<file path="src/rtl/ldl_shift_ring_unrot_seq_pkg.sv">
// Shared types and constants for the iterative ring un-rotator.
//   state_e   : controller states (IDLE / SHIFT / DONE)
//   DIR_LEFT  : forward rotator rotated left  (encoding 0)
//   DIR_RIGHT : forward rotator rotated right (encoding 1)
package ldl_shift_ring_unrot_seq_pkg;

  typedef enum logic [1:0] {
    ST_IDLE  = 2'd0,
    ST_SHIFT = 2'd1,
    ST_DONE  = 2'd2
  } state_e;

  localparam logic DIR_LEFT  = 1'b0;
  localparam logic DIR_RIGHT = 1'b1;

  // Direction that undoes a rotation made in direction d.
  function automatic logic inv_dir(input logic d);
    return (d == DIR_LEFT) ? DIR_RIGHT : DIR_LEFT;
  endfunction

endpackage

</file>
<file path="src/rtl/ldl_shift_ring_unrot_seq_if.sv">
// Request/response bundle of the ring un-rotator.
//   in_valid/in_ready : request handshake, carries dir, step, x
//   out_valid/out_ready : response handshake, carries y
//   busy : controller is outside IDLE
// master = requester/consumer side, slave = the un-rotator.
interface ldl_shift_ring_unrot_seq_if #(
  parameter int unsigned WIDTH = 8
) ();

  localparam int unsigned SW = $clog2(WIDTH);

  logic             in_valid;
  logic             in_ready;
  logic             dir;
  logic [SW-1:0]    step;
  logic [WIDTH-1:0] x;
  logic             out_valid;
  logic             out_ready;
  logic [WIDTH-1:0] y;
  logic             busy;

  modport master (
    output in_valid, dir, step, x, out_ready,
    input  in_ready, out_valid, y, busy
  );

  modport slave (
    input  in_valid, dir, step, x, out_ready,
    output in_ready, out_valid, y, busy
  );

endinterface

</file>
<file path="src/rtl/ldl_shift_ring_unrot_seq_step.sv">
// Combinational one-position ring rotate of a WIDTH-bit word.
//   data_i  : word to rotate
//   dir_i   : DIR_LEFT rotates towards the MSB, DIR_RIGHT towards the LSB
//   rot_o_c : rotated word (combinational)
module ldl_shift_ring_unrot_seq_step
  import ldl_shift_ring_unrot_seq_pkg::*;
#(
  parameter int unsigned WIDTH = 8
) (
  input  logic [WIDTH-1:0] data_i,
  input  logic             dir_i,
  output logic [WIDTH-1:0] rot_o_c
);

  always_comb begin
    rot_o_c = data_i;
    if (dir_i == DIR_LEFT) begin
      rot_o_c = {data_i[WIDTH-2:0], data_i[WIDTH-1]};
    end else begin
      rot_o_c = {data_i[0], data_i[WIDTH-1:1]};
    end
  end

endmodule

</file>
<file path="src/rtl/ldl_shift_ring_unrot_seq.sv">
// Iterative ring un-rotator: restores a word rotated by a forward rotator
// by rotating it back one position per clock.
//   clk  : rising-edge clock
//   rst  : synchronous active-high reset
//   bus  : slave side of ldl_shift_ring_unrot_seq_if
//          (in_valid/in_ready/dir/step/x in, out_valid/out_ready/y out, busy)
// All outputs come straight from registers.
module ldl_shift_ring_unrot_seq
  import ldl_shift_ring_unrot_seq_pkg::*;
#(
  parameter int unsigned WIDTH = 8
) (
  input  logic                        clk,
  input  logic                        rst,
  ldl_shift_ring_unrot_seq_if.slave   bus
);

  localparam int unsigned SW = $clog2(WIDTH);

  state_e           state_q, state_d;
  logic [WIDTH-1:0] data_q,  data_d;
  logic [SW-1:0]    cnt_q,   cnt_d;
  logic             dir_q,   dir_d;
  logic             in_ready_q, out_valid_q, busy_q;
  logic [WIDTH-1:0] rot_c;

  // One-position rotate in the direction opposite to the captured one.
  ldl_shift_ring_unrot_seq_step #(
    .WIDTH (WIDTH)
  ) u_step (
    .data_i  (data_q),
    .dir_i   (inv_dir(dir_q)),
    .rot_o_c (rot_c)
  );

  // Next-state and datapath update.
  always_comb begin
    state_d = state_q;
    data_d  = data_q;
    cnt_d   = cnt_q;
    dir_d   = dir_q;
    unique case (state_q)
      ST_IDLE: begin
        if (bus.in_valid) begin
          data_d  = bus.x;
          cnt_d   = bus.step;
          dir_d   = bus.dir;
          state_d = (bus.step == SW'(0)) ? ST_DONE : ST_SHIFT;
        end
      end
      ST_SHIFT: begin
        data_d = rot_c;
        cnt_d  = cnt_q - SW'(1);
        if (cnt_q == SW'(1)) begin
          state_d = ST_DONE;
        end
      end
      ST_DONE: begin
        if (bus.out_ready) begin
          state_d = ST_IDLE;
        end
      end
      default: begin
        state_d = ST_IDLE;
      end
    endcase
  end

  // State and registered handshake outputs; flags follow the next state so
  // they line up with the state they describe.
  always_ff @(posedge clk) begin
    if (rst) begin
      state_q     <= ST_IDLE;
      data_q      <= '0;
      cnt_q       <= '0;
      dir_q       <= DIR_LEFT;
      in_ready_q  <= 1'b1;
      out_valid_q <= 1'b0;
      busy_q      <= 1'b0;
    end else begin
      state_q     <= state_d;
      data_q      <= data_d;
      cnt_q       <= cnt_d;
      dir_q       <= dir_d;
      in_ready_q  <= (state_d == ST_IDLE);
      out_valid_q <= (state_d == ST_DONE);
      busy_q      <= (state_d != ST_IDLE);
    end
  end

  assign bus.in_ready  = in_ready_q;
  assign bus.out_valid = out_valid_q;
  assign bus.busy      = busy_q;
  assign bus.y         = data_q;

endmodule

</file>
<file path="src/flat_wrapper.sv">
// flat-port wrapper written by rule: the top's interface ports become plain ports
module ldl_shift_ring_unrot_seq_flat import ldl_shift_ring_unrot_seq_pkg::*;
#(
  parameter int unsigned WIDTH = 8
)
  (clk, rst, bus_in_valid, bus_dir, bus_step, bus_x, bus_out_ready, bus_in_ready, bus_out_valid, bus_y, bus_busy);
  ldl_shift_ring_unrot_seq_if #(.WIDTH(WIDTH)) bus_i ();
  input  logic clk;
  input  logic rst;
  input wire logic [$bits(bus_i.in_valid)-1:0] bus_in_valid;
  input wire logic [$bits(bus_i.dir)-1:0] bus_dir;
  input wire logic [$bits(bus_i.step)-1:0] bus_step;
  input wire logic [$bits(bus_i.x)-1:0] bus_x;
  input wire logic [$bits(bus_i.out_ready)-1:0] bus_out_ready;
  output wire logic [$bits(bus_i.in_ready)-1:0] bus_in_ready;
  output wire logic [$bits(bus_i.out_valid)-1:0] bus_out_valid;
  output wire logic [$bits(bus_i.y)-1:0] bus_y;
  output wire logic [$bits(bus_i.busy)-1:0] bus_busy;
  assign bus_i.in_valid = bus_in_valid;
  assign bus_i.dir = bus_dir;
  assign bus_i.step = bus_step;
  assign bus_i.x = bus_x;
  assign bus_i.out_ready = bus_out_ready;
  assign bus_in_ready = bus_i.in_ready;
  assign bus_out_valid = bus_i.out_valid;
  assign bus_y = bus_i.y;
  assign bus_busy = bus_i.busy;
  ldl_shift_ring_unrot_seq #(.WIDTH(WIDTH)) u_core (.clk(clk), .rst(rst), .bus(bus_i));
endmodule
</file>
<file path="config.mk">
export PLATFORM = sky130hd
export DESIGN_NAME = ldl_shift_ring_unrot_seq_flat
export DESIGN_NICKNAME = d
export VERILOG_FILES = /design/src/rtl/ldl_shift_ring_unrot_seq_pkg.sv /design/src/rtl/ldl_shift_ring_unrot_seq_if.sv /design/src/rtl/ldl_shift_ring_unrot_seq_step.sv /design/src/rtl/ldl_shift_ring_unrot_seq.sv /design/src/flat_wrapper.sv
export SDC_FILE = /design/constraint.sdc
export NUM_CORES = 1
export LEC_CHECK = 0
export CAP_MARGIN = 20
export CORE_MARGIN = 2
export CORE_UTILIZATION = 45
export DETAILED_ROUTE_END_ITERATION = 8
export PLACE_DENSITY = 0.77
export SYNTH_ARGS = -nofsm -noshare
export SYNTH_HDL_FRONTEND = slang
export SYNTH_SLANG_ARGS = --single-unit
export TNS_END_PERCENT = 20
</file>
<file path="constraint.sdc">
create_clock -name clk -period 1.71 [get_ports clk]
set_clock_uncertainty 0.2 [all_clocks]
set_input_delay 0.513 -clock clk [delete_from_list [all_inputs] [get_ports clk]]
set_output_delay 0.513 -clock clk [all_outputs]
set_load 0.02 [all_outputs]
</file>
Word level (Yosys, flattened, before mapping)

Cells that the tools add are included.

Output and inout port bits: 11
Input bits: 16
Word-level logic and storage cells: 30
Register bits: 17

Equal/unequal tests: 5
Add/sub/neg operators: 1
Multiplexer cells: 10
Reduce and logical (&&, ||, !) cells: 7

Operators with widths:

| cell                                                               | number |
|---|---|
| 8-bit 2-to-1 mux                                                   | 2 |
| 8-bit case mux with 2 select lines                                 | 1 |
| 2-bit 2-to-1 mux                                                   | 4 |
| 2-bit case mux with 3 select lines                                 | 1 |
| 3-bit case mux with 2 select lines                                 | 1 |
| 2-bit == test, second input constant                               | 2 |
| 2-bit logical NOT                                                  | 2 |
| 2-bit AND reduction                                                | 2 |
| 2-bit nonzero test                                                 | 2 |
| 3-bit by 1-bit == test with 1-bit output, second input constant    | 1 |
| 3-bit logical NOT                                                  | 1 |
| 3-bit 2-to-1 mux                                                   | 1 |
| 3-bit by 1-bit subtractor with 3-bit output, second input constant | 1 |
| 2-bit by 1-bit == test with 1-bit output, second input constant    | 1 |
| 2-bit != test, second input constant                               | 1 |

Depth between registers and ports, before layout

Gate-level depths: netlist (run 1).

Word-level depth: 5
Mapped depth: 5
Mapped depth without buffers: 5

Modules after synthesis

From an unflattened synthesis (run 1), not the netlist that was laid out.

Cells, all modules: 91
Area total of the unflattened synthesis: 929.6 um2

By module, submodules not included:

| module                        | times used | cells an instance | seq. area each (um2) | area an instance (um2) |
|---|---|---|---|---|
| ldl_shift_ring_unrot_seq      | 1          | 82                | 340.3                | 798.3 |
| ldl_shift_ring_unrot_seq_step | 1          | 9                 | 0.0                  | 131.4 |

Worst setup path after synthesis (run 1)

No wires, ideal clock.

Path type: input-to-reg
Start point: input rst
End point: register u_core.data_q[0] (netlist: u_core.bus.y[0])
Setup slack: 0.305 ns
Required time: 1.450 ns
Arrival: 1.145 ns
Path buffers: 1
Stages: 3
Library setup time: 0.060 ns
Cell sequence: buf_2 > nor3_4 > a32o_1

RTL lines:

| what                 | RTL line                       | source |
|---|---|---|
| start, declared      | flat_wrapper.sv:9              | `input logic rst;` |
| end signal, assigned | ldl_shift_ring_unrot_seq.sv:82 | `data_q <= data_d;` |
| end, declared        | ldl_shift_ring_unrot_seq.sv:21 | `logic [WIDTH-1:0] data_q, data_d;` |

Worst setup path in the final report (run 1)

Start point: register u_core.data_q[5] (netlist: u_core.bus.y[5])
End point: output bus_y[5]

RTL lines:

| what          | RTL line           | source |
|---|---|---|
| end, declared | flat_wrapper.sv:17 | `output wire logic [$bits(bus_i.y)-1:0] bus_y;` |

No word-level cell between the ends.

==> Implementation_results.wiki, run 1 <==
{| class="wikitable"
! Metric !! Value
|-
| Clock-pin slew on the worst setup and hold paths || around 100 ps
|-
| Crit end category || output pin
|-
| Total Wirelength || 2110 um
|-
| Sequential power share || between 40% and 50%
|-
| Post-CTS setup-driven buffer insertion count || 0
|-
| Max-slew violation count || 0
|-
| Post-route ant nets || 0
|-
| Internal power consumption || between 0.7 and 0.8 mW
|-
| Relative slew slack || between 60% and 70%
|-
| Area of the placeable core || a little under 2000 um^2
|-
| Unrepaired setup endpoints after global routing || no
|-
| Adder-cell share of the synthesized area || under 10%
|-
| IO Count || 27
|-
| Vias in the first global route || 840
|-
| Synthesized Nets || 111
|-
| Clock Root Buffer || clkbuf_4
|-
| Initial Utilization || 46.5%
|-
| Area fraction in and, or, nand and nor cells after synthesis || between 20% and 30%
|-
| Final Setup Violations || 0
|-
| Maximum vdd drop || 0.662 mV
|-
| Area fraction in compound gates after synthesis || between 20 and 25%
|-
| DRC || 0
|-
| Post-route fraction of the period consumed by the critical path || 97.8%
|-
| Buffers on Ports || 26
|-
| WP buf/inv || 1
|-
| Total via count after detailed routing || around 840
|-
| Cells after Synth || 93
|-
| Number of nets in the layout || 158
|-
| Combinational Power Share || roughly a third
|-
| Slowest-stage cell, CP || dfxtp_1
|-
| FFs w/ async S/R, synth || 0%
|-
| Die ar. || ~2400 um^2
|-
| Data required time of the critical path || 1000 ps
|-
| Number of buffers on the longest clock path || 2
|-
| Hold bufs inserted after CTS || 0
|-
| Run status || finished clean
|-
| Multiplexer fraction of the synthesized cell area || 8.96%
|-
| Top flip-flop cell by instance count after synthesis || dfxtp_1
|-
| Worst slack at placement || -343 ps
|-
| Synth Cell Area || 893 um^2
|-
| Smallest hold slack || between 300 and 400 ps
|-
| Clock share of power || 21.0%
|-
| Maximum fanout encountered on the critical timing path || 2
|-
| Vias per cell || 5.08
|-
| Height of the chip || between 40 and 50 um
|-
| Remaining global-route overflow || 0
|-
| Relative area change from synthesis to final layout || 48.0%
|-
| Pin count of the biggest net entering global routing || 19
|-
| Post-synthesis sequential area ratio || 38.1%
|-
| Category of cells accounting for the largest share of critical-path delay || flip-flops
|-
| TritonCTS clock tree || done
|-
| Power density over the cells || 802 nW/um^2
|-
| Number of antenna violations at the first check in global routing || 0
|-
| Post-synth top cells || dfxtp_1 (17), nand2_1 (11), a32o_1 (8), mux2i_1 (8), or2_0 (8)
|-
| RD Place Congestion || ~0.86
|-
| Worst setup SP type || flop
|-
| Antenna diode count || 0
|-
| Dominant combinational cell family by area after synthesis || compound AO/OA/AOI/OAI gates
|-
| Shortest period the worst path allows || roughly 1700 ps
|-
| Number of levels the H-tree was split into || 1
|-
| Synth unique cells || 33
|-
| Flop and latch count out of synthesis || 17
|-
| Cell taking the most area after synthesis || dfxtp_1
|-
| Core occupancy in the finished layout || between 60% and 70%
|-
| Post-Synthesis Mean Instance Area || about 9.6 um^2
|-
| Synth warnings || 0
|-
| Leakage power figure || approximately 0.54 nW
|-
| Max capacitance violation total || 0
|-
| Die Wd || between 40 and 50 um
|-
| Slew at the pin with the worst max-slew slack || 514 ps
|-
| Total CTS buffers || 3
|-
| Data arrival time at the worst-slack endpoint || about 960 ps
|-
| Longest individual stage delay on the worst path || between 300 and 400 ps
|-
| Sink Count || 17
|-
| DR WL/cell || 12.7 um
|-
| Number of violations reported at the end of detailed-routing iteration 0 || 12
|-
| Post-synth EDFFs || 0
|-
| First-pass GRT wire length || roughly 3700 um
|-
| Site row count || 16
|-
| Net switching power || 0.336 mW
|-
| Largest cells by area after synthesis || dfxtp_1 (38%), a32o_1 (9.0%), mux2i_1 (9.0%), or2_0 (5.6%), nand2_1 (4.6%)
|-
| Hold Path Class || flop to flop
|-
| Count of final hold-check violations || 0
|-
| Crit Path Category || flop to output pin
|-
| Cell-by-cell trace of the critical path || clkdlybuf4s15_1
|-
| Overall global routing resource usage || between 20% and 30%
|-
| Switch share || 31.7%
|-
| Layout cells sized above 1 || between 20% and 30%
|-
| Cell with the most instances after synthesis || dfxtp_1
|-
| Clock insertion delay at the later pin of the skew report || just under 300 ps
|-
| Total half-perimeter wirelength after legalization and detailed placement || between 1500 and 2000 um
|-
| Area share of xor/xnor cells in the synthesized design || 0%
|-
| First drt pass iteration count || 4
|-
| Achievable clock frequency || around 0.6 GHz
|-
| # resized after CTS || 15
|-
| Top cell type's share of synthesized area || between 30% and 40%
|-
| Smallest setup slack after layout || roughly 38 ps
|}
worst paths after layout:
| check | start | to | slack [ps] | cells after the start |
|---|---|---|---|---|
| max reg2reg | u_core.state_q[1] | u_core.bus.y[6] | 180 | 3 |
| min | u_core.cnt_q[2] | u_core.cnt_q[2] | 330 | 2 |
| max | u_core.bus.y[5] | bus_y[5] | 40 | 1 |
| min reg2reg | u_core.cnt_q[2] | u_core.cnt_q[2] | 330 | 2 |
cells by family after synthesis:
kind of cell / after synthesis
buf+inv: 11
mux: 8
flops: 17
compound gates: 24
fa+ha+maj: 2
simple gates: 31
placed cells by master, fill, tap and decap left out, types with 3 or more instances in the layout:
cell and instances:
clkdlybuf4s50_1 14, a32o_1 8, inv_1 5, nand2_1 11, clkbuf_4 3, mux2i_1 8
or2_0 8, dlygate4sd2_1 5, a21oi_1 4, buf_4 21, clkdlybuf4s15_1 5, dfxtp_1 17
metal layers:
layer	wire length (um)	GRT usage [%]	up-vias
met5	0	0	-
met4	15	10.5	0
met3	60	3.70	2
met2	1070	31.7	15
met1	963	26.3	394
li1	-	-	432
flip-flops by register name, summed over array words and instances (netlist names):
register              count
u_core.bus.busy           1
u_core.bus.out_valid      1
u_core.bus.y              8
u_core.dir_q              1
u_core.cnt_q              3
u_core.bus.in_ready       1
u_core.state_q            2
per-stage QoR:
| stage | power, mW | instances | instance area [um^2] | setup TNS, ps |
|---|---|---|---|---|
| global placement | 0.851 | 162 | 1310 | -3880 |
| finish | 1.06 | 166 | 1320 | 0 |
| floorplan | 0.682 | 93 | 893 | 0 |
| detailed placement | 0.861 | 162 | 1310 | -4300 |
| global route | 1.12 | 166 | 1320 | 0 |
| CTS | 1.06 | 166 | 1330 | 0 |
final cells by class:
cell class	instances	area, um^2
tap	27	33.8
timing repair buffer	47	402
multi-input combinational	65	498
fill	174	599
sequential	17	340
clock buffer	4	26.3
inverter	6	22.5
power by group through the flow:
stage	Sequential, mW	Clock [mW]	Combinational, mW
global placement	0.475	0	0.376
floorplan	0.513	0	0.169
detailed placement	0.476	0	0.385
CTS	0.466	0.224	0.371
global route	0.472	0.243	0.403
finish	0.467	0.222	0.371
No activity file was read; power rests on OpenSTA's default activity.
==> run 2: changes to the inputs <==
Settings changed: ABC_AREA from default to 1, CORE_UTILIZATION 45 to 47, PLACE_DENSITY 0.77 to 0.78.
==> Implementation_results.wiki, run 2 <==
{| class="wikitable"
! Metric !! Value
|-
| Flop2flop setup slack || about 200 ps
|-
| Worst R2R End || u_core.bus.y[7]
|-
| Shortest period the worst path allows || 1690 ps
|-
| Cell-by-cell trace of the critical path || clkdlybuf4s15_1
|-
| Clock Root Buffer || clkbuf_4
|-
| Max-slew violation count || 0
|-
| Top flip-flop cell by instance count after synthesis || dfxtp_1
|-
| Sink Count || 17
|-
| Cell with the most instances after synthesis || nand2_1
|-
| Buffers on Ports || 26
|-
| Top cell type's share of synthesized area || between 30% and 40%
|-
| Max FFs per register || 8
|-
| Post-route fraction of the period consumed by the critical path || a little over nine tenths
|-
| First-pass GRT wire length || around 4000 um
|-
| Number of nets in the layout || between 200 and 250
|-
| WP buf/inv || 1
|-
| Category of cells accounting for the largest share of critical-path delay || flip-flops
|-
| Worst setup SP type || flop
|-
| Count of final hold-check violations || 0
|-
| First drt pass iteration count || 5
|-
| DR WL/cell || 10.7 um
|-
| Slowest-stage cell, CP || dfxtp_1
|-
| IO Count || 27
|-
| Pin count of the biggest net entering global routing || 18
|-
| Reg2Reg Depth || 7
|-
| Capturing element of the worst setup path || bus_y[3]
|-
| Total via count after detailed routing || roughly 1000
|-
| Vias in the first global route || 955
|-
| Largest cells by area after synthesis || dfxtp_1 (34%), nand2_1 (19%), inv_1 (10%), nand3_1 (4.9%), nor2_1 (4.8%)
|-
| DRC || 0
|-
| Flop and latch count out of synthesis || 17
|-
| Number of buffers on the longest clock path || 2
|-
| Number of violations reported at the end of detailed-routing iteration 0 || 19
|-
| Clock insertion delay at the later pin of the skew report || about 300 ps
|-
| Post-CTS setup-driven buffer insertion count || 0
|-
| Total half-perimeter wirelength after legalization and detailed placement || approximately 1800 um
|-
| Initial Utilization || approximately half
|-
| Data arrival time at the worst-slack endpoint || 980 ps
|-
| Final TNS setup || 0 ps
|-
| Synth unique cells || 21
|-
| Run status || finished clean
|-
| Relative slew slack || 65.6%
|-
| Hold Path Class || flop to flop
|-
| Synth Cell Area || roughly 1000 um^2
|-
| Cell taking the most area after synthesis || dfxtp_1
|-
| Die ar. || 2540 um^2
|-
| Synthesized Nets || approximately 180
|-
| Smallest hold slack || 320 ps
|-
| Height of the chip || around 50 um
|-
| Site row count || 16
|-
| Synth warnings || 0
|-
| Power consumption || roughly 1.1 mW
|-
| Post-synthesis sequential area ratio || roughly a third
|-
| Layout cells sized above 1 || 15.7%
|-
| Source of the critical timing path || u_core.bus.y[3]
|-
| Achievable clock frequency || just under 0.6 GHz
|-
| Post-synth top cells || nand2_1 (52), inv_1 (27), dfxtp_1 (17)
|-
| Number of levels the H-tree was split into || 1
|-
| Data required time of the critical path || 1000 ps
|-
| FFs w/ async S/R, synth || 0%
|-
| Area of the placeable core || ~2000 um^2
|-
| Longest individual stage delay on the worst path || about 370 ps
|-
| Die Wd || about 50 um
|-
| Top library cells by usage in the layout, fill and taps aside || nand2_1 (52), inv_1 (27), dfxtp_1 (16)
|-
| Filler cell count || between 200 and 250
|-
| Power density over the cells || between 800 and 900 nW/um^2
|-
| Antenna diode count || 0
|-
| TritonCTS clock tree || done
|-
| Total Wirelength || around 2300 um
|-
| Slew at the pin with the worst max-slew slack || roughly 520 ps
|-
| Post-synth EDFFs || 0
|-
| Leakage power figure || 0.683 nW
|-
| Vias per cell || 4.79
|-
| Maximum vdd drop || roughly 0.5 mV
|-
| Post-route ant nets || 0
|-
| Cells after Synth || ~160
|-
| Critical path depth || 1
|-
| Relative area change from synthesis to final layout || 31.4%
|-
| RD Place Congestion || approximately 0.82
|-
| Most common cell after layout, fill and taps aside || nand2_1
|-
| Crit Path Category || flop to output pin
|-
| Max capacitance violation total || 0
|-
| Maximum fanout encountered on the critical timing path || 2
|-
| Crit end category || output pin
|-
| Clock-pin slew on the worst setup and hold paths || 110 ps
|-
| Post-Synthesis Mean Instance Area || between 6 and 7 um^2
|-
| Worst r2r src || u_core.state_q[0]
|-
| Unrepaired setup endpoints after global routing || yes
|-
| Overall global routing resource usage || 20.1%
|-
| Final Setup Violations || 0
|-
| Number of antenna violations at the first check in global routing || 0
|-
| Total CTS buffers || 3
|-
| Remaining global-route overflow || 0
|}
run 2: cell count changes after synthesis, sizes merged, moves of 9 or more:
cell,before,now
nand2,11,56
inv,6,30
nor2,2,14
o21ai,2,12
nand3,1,10
run 2: metrics by stage:
stage / instance area (um^2) / worst slack (ps) / util [%] / cells
2_1_floorplan: 1010 / 441 / - / 159
3_3_place_gp: 1320 / -140 / 66.1 / 214
3_5_place_dp: 1320 / -152 / 66.1 / 214
4_1_cts: 1350 / 1.92 / 67.2 / 218
5_1_grt: 1330 / -16.4 / 66.5 / 218
6_report: 1330 / 21.1 / 66.5 / 218
run 2: how the worst min path moves through the flow:
stage                         start         endpoint  cells after the start
global placement    u_core.cnt_q[2]  u_core.cnt_q[2]                      2
finish              u_core.cnt_q[1]  u_core.cnt_q[1]                      2
detailed placement  u_core.cnt_q[1]  u_core.cnt_q[1]                      2
floorplan           u_core.cnt_q[1]  u_core.cnt_q[1]                      2
global route        u_core.cnt_q[2]  u_core.cnt_q[2]                      2
CTS                 u_core.cnt_q[1]  u_core.cnt_q[1]                      2
run 2: cells by family (layout without fill, tap and decap cells):
kind of cell	Yosys count	count (layout)	share of synthesized area (%)
AOI/OAI and AO/OA	22	22	12.3
and+or+nand+nor	83	83	36.3
DFF	17	17	33.6
buffers and inverters	35	67	15.3
adders and majority gates	2	2	2.47
run 2: cell type report:
| type | instances | area, um^2 | share of cell area (%) |
|---|---|---|---|
| clock buffer | 3 | 22.5 | 1.69 |
| clock inverter | 1 | 5.00 | 0.376 |
| inverter | 30 | 118 | 8.83 |
| multi-input combinational | 107 | 518 | 38.9 |
| sequential | 17 | 342 | 25.7 |
| tap | 27 | 33.8 | 2.54 |
| timing repair buffer | 33 | 293 | 22.0 |
run 2: power by group:
| group | internal, mW | switching (mW) | total [mW] |
|---|---|---|---|
| Combinational | 0.159 | 0.215 | 0.373 |
| Clock | 0.0873 | 0.140 | 0.227 |
| Sequential | 0.442 | 0.0407 | 0.483 |
| Total | 0.688 | 0.396 | 1.08 |
run 2: layer usage:
layer | track usage, % | share of wire, %
met4 | 2.70 | 0.43
met2 | 37.1 | 51
met3 | 5.36 | 6.4
met5 | 0 | 0
met1 | 23.8 | 42
run 2: tightest hold or removal path, delay by kind of cell (launching register included):
family	cells	cell delay, ps
flip-flops	1	330
AND/OR/NAND/NOR	2	160
run 2: what timing repair did:
item | CTS | global route
hold buffers | 0 | 0
endpoints found under the hold margin | 0 | 0
endpoints found under the setup margin | 11 | 8
resized for setup | 18 | 9
==> run 3: changes to the inputs <==
Settings changed: CORE_UTILIZATION 47 to 42, PLACE_DENSITY 0.78 to 0.74.
Clock period 1.71 ns to 1.4 ns, I/O delays scaled along.
==> Implementation_results.wiki, run 3 (synthesized netlist as in run 2, its figures left out) <==
{| class="wikitable"
! Metric !! Value
|-
| Run status || finished clean
|-
| Crit end category || output pin
|-
| Initial Utilization || between 40 and 50%
|-
| Achievable clock frequency || about 0.72 GHz
|-
| Top library cells by usage in the layout, fill and taps aside || nand2_1 (50), inv_1 (26), buf_4 (16)
|-
| Category of cells accounting for the largest share of critical-path delay || flip-flops
|-
| Buffers on Ports || 26
|-
| Shortest period the worst path allows || around 1400 ps
|-
| Switch share || about a third
|-
| Height of the chip || between 50 and 60 um
|-
| Worst slack at placement || -398 ps
|-
| Filler cell count || 214
|-
| Most common cell after layout, fill and taps aside || nand2_1
|-
| Maximum vdd drop || 0.966 mV
|-
| Summed area of non-filler cells in the final layout || roughly 1500 um^2
|-
| Number of antenna violations at the first check in global routing || 0
|-
| Post-Place Cell Area || around 1400 um^2
|-
| Clock insertion delay at the later pin of the skew report || roughly 290 ps
|-
| Max FFs per register || 8
|-
| Data required time of the critical path || approximately 780 ps
|-
| Hold Path Class || flop to flop
|-
| First drt pass iteration count || 4
|-
| Overall global routing resource usage || between 10% and 20%
|-
| Leakage power figure || 0.750 nW
|-
| Combinational Power Share || 39.0%
|-
| Sequential power share || roughly two fifths
|-
| Power density over the cells || about 970 nW/um^2
|-
| Net switching power || between 0.4 and 0.5 mW
|-
| Number of violations reported at the end of detailed-routing iteration 0 || 38
|-
| Antenna diode count || 0
|-
| Final Setup Violations || 0
|-
| Total half-perimeter wirelength after legalization and detailed placement || 1840 um
|-
| Cell-by-cell trace of the critical path || buf_6
|-
| Clock Root Buffer || clkbuf_4
|-
| Data arrival time at the worst-slack endpoint || around 760 ps
|-
| Power consumption || around 1.4 mW
|-
| Longest individual stage delay on the worst path || between 300 and 400 ps
|-
| Clock-pin slew on the worst setup and hold paths || about 110 ps
|-
| IO Count || 27
|-
| DR WL/cell || between 10 and 15 um
|-
| Number of levels the H-tree was split into || 1
|-
| DRC || 0
|-
| Max capacitance violation total || 0
|-
| Number of buffers on the longest clock path || 2
|-
| Sink Count || 17
|-
| Max-slew violation count || 0
|-
| Multi-input logic area || roughly 520 um^2
|-
| First-pass GRT wire length || 3850 um
|-
| Die Wd || approximately 53 um
|-
| RD Place Congestion || about 0.85
|-
| Layout cells sized above 1 || 27.6%
|-
| Internal power consumption || 0.916 mW
|-
| Site row count || 17
|-
| Unrepaired setup endpoints after global routing || yes
|-
| Smallest setup slack after layout || around 18 ps
|-
| Post-route ant nets || 0
|-
| Number of nets in the layout || ~220
|-
| Relative slew slack || a little under nine tenths
|-
| Area of the placeable core || ~2300 um^2
|-
| Relative area change from synthesis to final layout || 43.6%
|-
| Worst setup SP type || flop
|-
| Maximum fanout encountered on the critical timing path || 2
|-
| Crit Path Category || flop to output pin
|-
| Total CTS buffers || 3
|-
| Die ar. || 2820 um^2
|-
| Pin count of the biggest net entering global routing || 18
|-
| Vias per cell || 4.66
|-
| Slowest-stage cell, CP || dfxtp_2
|-
| Total Wirelength || around 2400 um
|-
| Register cell area after layout || roughly 350 um^2
|-
| Remaining global-route overflow || 0
|-
| Count of final hold-check violations || 0
|-
| Clock share of power || approximately 19%
|-
| TritonCTS clock tree || done
|-
| Slew at the pin with the worst max-slew slack || roughly 220 ps
|-
| WP buf/inv || 1
|-
| Post-route fraction of the period consumed by the critical path || 98.7%
|-
| Total via count after detailed routing || about 1100
|-
| Vias in the first global route || 970
|}
run 3: area by class of cell:
type                    instances  share of cell area (%)
clock buffers                   3                    1.55
clock inverters                 1                   0.344
inverters                      30                    8.08
multi-input cells             107                    35.9
flip-flops and latches         17                    24.2
well taps                      28                    2.41
repair buffers                 41                    27.4
run 3: layer usage:
layer	GRT usage, %	wire, um
met1	21.3	1070
met2	34.6	1170
met5	0	0
met4	7.69	9
met3	2.54	106
run 3: power groups by stage:
stage	clock network, mW	logic [mW]	registers, mW
detailed placement	0	0.545	0.584
global route	0.296	0.611	0.593
global placement	0	0.536	0.581
finish	0.273	0.550	0.586
floorplan	0	0.266	0.631
CTS	0.280	0.543	0.584
run 3: path summary, 6_finish.rpt:
path | end | cells after the start | from | slack, ps
hold reg to reg | u_core.cnt_q[1] | 2 | u_core.cnt_q[1] | 310
setup reg to reg | u_core.dir_q | 5 | u_core.state_q[1] | 100
hold / removal | u_core.cnt_q[1] | 2 | u_core.cnt_q[1] | 310
setup / recovery | bus_y[4] | 1 | u_core.bus.y[4] | 20
run 3: per-stage QoR:
| step | instances | utilization (%) | TNS, ps | hold slack (ps) |
|---|---|---|---|---|
| floorplan | 159 | - | 0 | 267 |
| global placement | 223 | 62.5 | -6190 | 284 |
| detailed placement | 223 | 62.5 | -6690 | 290 |
| CTS | 227 | 63.9 | 0 | 308 |
| global route | 227 | 64.5 | -75.2 | 331 |
| finish | 227 | 64.5 | 0 | 307 |
run 3: what timing repair did:
item,CTS,global route
endpoints found under the setup margin,23,23
pin swaps,0,2
setup buffers,0,0
resized for setup,69,8
hold buffers,0,0
